`config.mk`:
```
export PLATFORM = sky130hd
export DESIGN_NAME = apb_src_master
export DESIGN_NICKNAME = d
export VERILOG_FILES = /design/src/rtl/apb_src_pkg.sv /design/src/rtl/apb_cmd_queue.sv /design/src/rtl/apb_src_master.sv
export SDC_FILE = /design/constraint.sdc
export NUM_CORES = 1
export LEC_CHECK = 0
export BUFFER_PORTS_ARGS = -buffer_cell sky130_fd_sc_hd__buf_2
export CAP_MARGIN = 0
export CORE_ASPECT_RATIO = 0.7
export CORE_MARGIN = 2
export CORE_UTILIZATION = 60
export CTS_BUF_LIST = sky130_fd_sc_hd__clkbuf_8
export DETAILED_ROUTE_END_ITERATION = 16
export GPL_ROUTABILITY_DRIVEN = 1
export HOLD_SLACK_MARGIN = 0.06
export PLACE_DENSITY = 0.88
export SYNTH_ARGS = -nofsm -noshare
export SYNTH_HDL_FRONTEND = slang
export SYNTH_SLANG_ARGS = --single-unit
```
`constraint.sdc`:
```
create_clock -name clk -period 10.5 [get_ports clk]
set_input_delay 2.1 -clock clk [delete_from_list [all_inputs] [get_ports clk]]
set_output_delay 2.1 -clock clk [all_outputs]
set_load 0.005 [all_outputs]
```
`src/rtl/apb_src_pkg.sv`:
```
// Shared types for the APB source-channel master: FSM state and queued command layout.
package apb_src_pkg;
  localparam int ADDR_W = 32;
  localparam int DATA_W = 32;

  typedef enum logic [1:0] {
    IDLE   = 2'd0,
    SETUP  = 2'd1,
    ACCESS = 2'd2
  } apb_state_e;

  typedef struct packed {
    logic              write;
    logic [ADDR_W-1:0] addr;
    logic [DATA_W-1:0] wdata;
  } apb_cmd_t;
endpackage

```
`src/rtl/apb_cmd_queue.sv`:
```
// QDEPTH-entry command FIFO, write-to-read latency 1 cycle; push ignored when full, pop ignored when empty.
module apb_cmd_queue
  import apb_src_pkg::*;
#(
  parameter int QDEPTH = 2
) (
  input  logic     clk,
  input  logic     rst_n,
  input  logic     push,
  input  apb_cmd_t push_data,
  input  logic     pop,
  output apb_cmd_t pop_data,
  output logic     full,
  output logic     empty
);
  localparam int AW = $clog2(QDEPTH);

  // Pointers carry one extra wrap bit so full and empty are distinguishable.
  logic [AW:0] wr_ptr;
  logic [AW:0] rd_ptr;
  apb_cmd_t    mem [QDEPTH];
  logic        do_push;
  logic        do_pop;

  assign empty    = (wr_ptr == rd_ptr);
  assign full     = (wr_ptr[AW] != rd_ptr[AW]) && (wr_ptr[AW-1:0] == rd_ptr[AW-1:0]);
  assign do_push  = push && !full;
  assign do_pop   = pop && !empty;
  assign pop_data = mem[rd_ptr[AW-1:0]];

  always_ff @(posedge clk or negedge rst_n) begin
    if (!rst_n) begin
      wr_ptr <= '0;
      rd_ptr <= '0;
    end else begin
      if (do_push) wr_ptr <= wr_ptr + 1'b1;
      if (do_pop)  rd_ptr <= rd_ptr + 1'b1;
    end
  end

  always_ff @(posedge clk) begin
    if (do_push) mem[wr_ptr[AW-1:0]] <= push_data;
  end
endmodule

```
`src/rtl/apb_src_master.sv`:
```
// Command stream to APB master: accept->psel 1 cycle, ->penable 2, ->rsp 3 + wait states.
// cmd_ready is the registered !full; a new transfer starts only while the response slot is free.
module apb_src_master #(
  parameter int ADDR_W  = apb_src_pkg::ADDR_W,
  parameter int DATA_W  = apb_src_pkg::DATA_W,
  parameter int TIMEOUT = 16,
  parameter int QDEPTH  = 2
) (
  input  logic              clk,
  input  logic              rst_n,
  input  logic              cmd_valid,
  output logic              cmd_ready,
  input  logic              cmd_write,
  input  logic [ADDR_W-1:0] cmd_addr,
  input  logic [DATA_W-1:0] cmd_wdata,
  output logic              rsp_valid,
  input  logic              rsp_ready,
  output logic [DATA_W-1:0] rsp_rdata,
  output logic              rsp_err,
  output logic              pwrite,
  output logic              psel,
  output logic              penable,
  output logic [ADDR_W-1:0] paddr,
  output logic [DATA_W-1:0] pwdata,
  input  logic [DATA_W-1:0] prdata,
  input  logic              pready
);
  import apb_src_pkg::*;

  localparam int            CW      = (TIMEOUT > 1) ? $clog2(TIMEOUT) : 1;
  localparam logic [CW-1:0] TO_LAST = (TIMEOUT > 0) ? CW'(TIMEOUT - 1) : '0;

  apb_state_e    state;
  logic [CW-1:0] cnt;
  apb_cmd_t      q_in;
  apb_cmd_t      q_out;
  logic          q_full;
  logic          q_empty;
  logic          start;
  logic          done_ok;
  logic          done_to;

  assign q_in.write = cmd_write;
  assign q_in.addr  = cmd_addr;
  assign q_in.wdata = cmd_wdata;

  apb_cmd_queue #(.QDEPTH(QDEPTH)) u_queue (
    .clk       (clk),
    .rst_n     (rst_n),
    .push      (cmd_valid),
    .push_data (q_in),
    .pop       (start),
    .pop_data  (q_out),
    .full      (q_full),
    .empty     (q_empty)
  );

  assign cmd_ready = !q_full;
  // Gating on a free response slot means a completion never collides with a held response.
  assign start     = (state == IDLE) && !q_empty && (!rsp_valid || rsp_ready);
  assign done_ok   = (state == ACCESS) && pready;
  assign done_to   = (state == ACCESS) && !pready && (TIMEOUT != 0) && (cnt == TO_LAST);
  assign psel      = (state != IDLE);
  assign penable   = (state == ACCESS);

  always_ff @(posedge clk or negedge rst_n) begin
    if (!rst_n) begin
      state     <= IDLE;
      cnt       <= '0;
      pwrite    <= 1'b0;
      paddr     <= '0;
      pwdata    <= '0;
      rsp_valid <= 1'b0;
      rsp_err   <= 1'b0;
      rsp_rdata <= '0;
    end else begin
      case (state)
        IDLE: begin
          if (start) begin
            state  <= SETUP;
            pwrite <= q_out.write;
            paddr  <= q_out.addr;
            pwdata <= q_out.wdata;
            cnt    <= '0;
          end
        end
        SETUP:   state <= ACCESS;
        ACCESS: begin
          if (done_ok || done_to) state <= IDLE;
          else                    cnt   <= cnt + 1'b1;
        end
        default: state <= IDLE;
      endcase

      if (done_ok || done_to) begin
        rsp_valid <= 1'b1;
        rsp_err   <= done_to;
        rsp_rdata <= (done_ok && !pwrite) ? prdata : '0;
      end else if (rsp_valid && rsp_ready) begin
        rsp_valid <= 1'b0;
      end
    end
  end
endmodule

```
==> flow_metrics.tcl <==
set metrics [dict create \
    max-vdd-ir-drop_mv 0.269 \
    power_density_nw_per_um2 318 \
    post-route-util_pct 73.9 \
    start_util_pct 60.7 \
    drc_errors 0 \
    p_leak_nw 4.56 \
    die_x_um 149 \
    dr.pass1.iters 5 \
    syn_area_per_cell_um2 18.9 \
    fp-row-count 37 \
    seq_area_frac_synth_pct 75.1 \
    min_period_over_period_pct 36.0 \
    crit_path_end_kind "primary output" \
    grt_max_degree 72 \
    drt-wirelength-per-cell_um 19.2 \
    grt.overflow.total 0 \
    ys_seq_elements 239 \
    status "complete, no violations" \
    syn_to_final_growth_pct 21.7 \
    setup_viol 0 \
    grt_setup_unrepaired "false" \
    ctsHoldBuffers 0 \
    cts_max_path_buffers 3 \
    report.final.hold_viol_count 0 \
    design_area_um2 10700 \
    tightest_slew_ns 1.05 \
    drv_cap 0 \
    ioPinCount 204 \
    grt_pass1_wl_um 27700 \
    syn_area_um2 8830 \
    wl_um 17600 \
    most-common-layout-cells "202 x buf_2, 130 x edfxtp_1, 124 x mux2_2" \
    grt_usage_pct 22.9 \
    port_buffers 203 \
    post_cts_buffers 0 \
    cts_root_buf "clkbuf_8" \
    clock.fmax_ghz 0.265 \
    min_period_ns 3.78 \
    cts_tree "yes" \
    worstPathRequired_ns 8.40 \
    place_congestion 0.761 \
    relSlewSlack_pct 30.2 \
    hpwl_um 10900 \
    drt_iter0_drc 437 \
    async_flop_share_pct 45.6 \
    path_clk_slew_ns 0.06 \
    viasPerCell 5.48 \
    cts_htree_levels 2 \
    fin_skew_ns 0.0189 \
    power_mw 3.42 \
    clkSinkCount 239 \
    hold_class "register to register" \
    finalMaxSlewViolations 0 \
    coreArea_um2 14500 \
    syn_inst 467 \
    place_area_um2 10000 \
    layout_commonest_cell "buf_2" \
    synth_fp_nets 570 \
    grt_pass1_vias 5262 \
    worst-path-max-fanout 8 \
    synth-warning-count 0 \
    clk_latency_ns 0.49 \
    cts_inserted_buffers 36 \
    synth_edf_count 130 \
    antenna_found_initial 3 \
    yosysUniqueCellTypes 35 \
    cp.arrival_ns 1.68 \
    detail-route-antenna-nets 0 \
    die-area_um2 15700 \
    critPathLaunchType "register" \
    drive_above_1_share_pct 54.3 \
    setup_tns_ns 0 \
    finalNetCount 797 \
    vias 5025 \
    path_class "register to primary output" \
    synthFlopType "edfxtp_1" \
    dieHeight_um 105 \
    post_cts_resized 0 \
]
metal layers:
layer	vias up	global-route usage [%]	wire length, um
li1	2253	-	-
met1	2545	31.3	7330
met2	194	36.4	8550
met3	31	6.80	1420
met4	2	6.33	247
met5	-	0	13
cells in the mapped netlist, types with 2 or more instances:
master / n / area (um2)
mux2_1: 6 / 67.6
edfxtp_1: 130 / 3900
nand2_1: 2 / 7.51
dfrtp_1: 109 / 2730
nor2b_1: 2 / 12.5
o21ai_0: 9 / 45.0
a22o_1: 32 / 280
a31oi_1: 2 / 12.5
clkbuf_1: 11 / 41.3
xor2_1: 2 / 17.5
nand3_1: 2 / 10.0
buf_2: 2 / 10.0
mux2_2: 124 / 1400
inv_1: 2 / 7.51
nand2b_1: 2 / 12.5
xnor2_1: 5 / 43.8
buf_6: 7 / 78.8
cell families after synthesis:
kind of cell	synth area share (%)
and+or+nand+nor	1.08
xor gates and xnor gates	0.694
buffers and inverters	1.60
AOI/OAI and AO/OA	4.79
muxes	16.6
adders and majority gates	0.142
DFF	75.1
per-stage QoR:
step,std cells,setup slack (ns),hold slack [ns]
after floorplan,467,4.96,0.483
after global placement,851,6.70,0.465
after detailed placement,851,6.67,0.485
after CTS,915,6.72,0.503
after global routing,915,6.58,0.507
final,917,6.72,0.501
final timing paths:
path / startpoint / end / slack [ns] / cells after the start
worst max-delay path: state[0] / penable / 6.72 / 3
worst min-delay path: pwdata[21] / pwdata[21] / 0.50 / 1
worst max register to register: u_queue.rd_ptr[0] / u_queue.mem[1][62] / 7.95 / 5
worst min register to register: pwdata[21] / pwdata[21] / 0.50 / 1
max in group asynchronous: rst_n / u_queue.rd_ptr[0] / 7.53 / 2
min in group asynchronous: rst_n / pwdata[21] / 1.59 / 1
layout make-up:
class / instances / area (um2)
flip-flops and latches: 239 / 6630
fillers: 864 / 3790
multi-input cells: 205 / 2070
repair buffers: 209 / 1060
clock buffers: 45 / 619
well taps: 195 / 244
clock inverters: 19 / 103
inverters: 3 / 11.3
diodes: 2 / 5.00
power by group:
group,switching (mW),internal (mW)
registers,0.159,1.39
clock network,0.334,0.411
logic,0.530,0.596
total,1.02,2.39
sequential cells by signal (all words and copies together), names as in the netlist:
signal          count
cnt                 4
paddr              32
pwdata             32
pwrite              1
rsp_err             1
rsp_rdata          32
rsp_valid           1
state               2
u_queue.mem       130
u_queue.rd_ptr      2
u_queue.wr_ptr      2
worst max-delay path, cell delays in order (launching register included):
cell and delay [ns]:
dfrtp_1 0.40, nand2b_1 0.30, clkinv_1 0.27, buf_2 0.21
(Power assumes the default switching activity.)
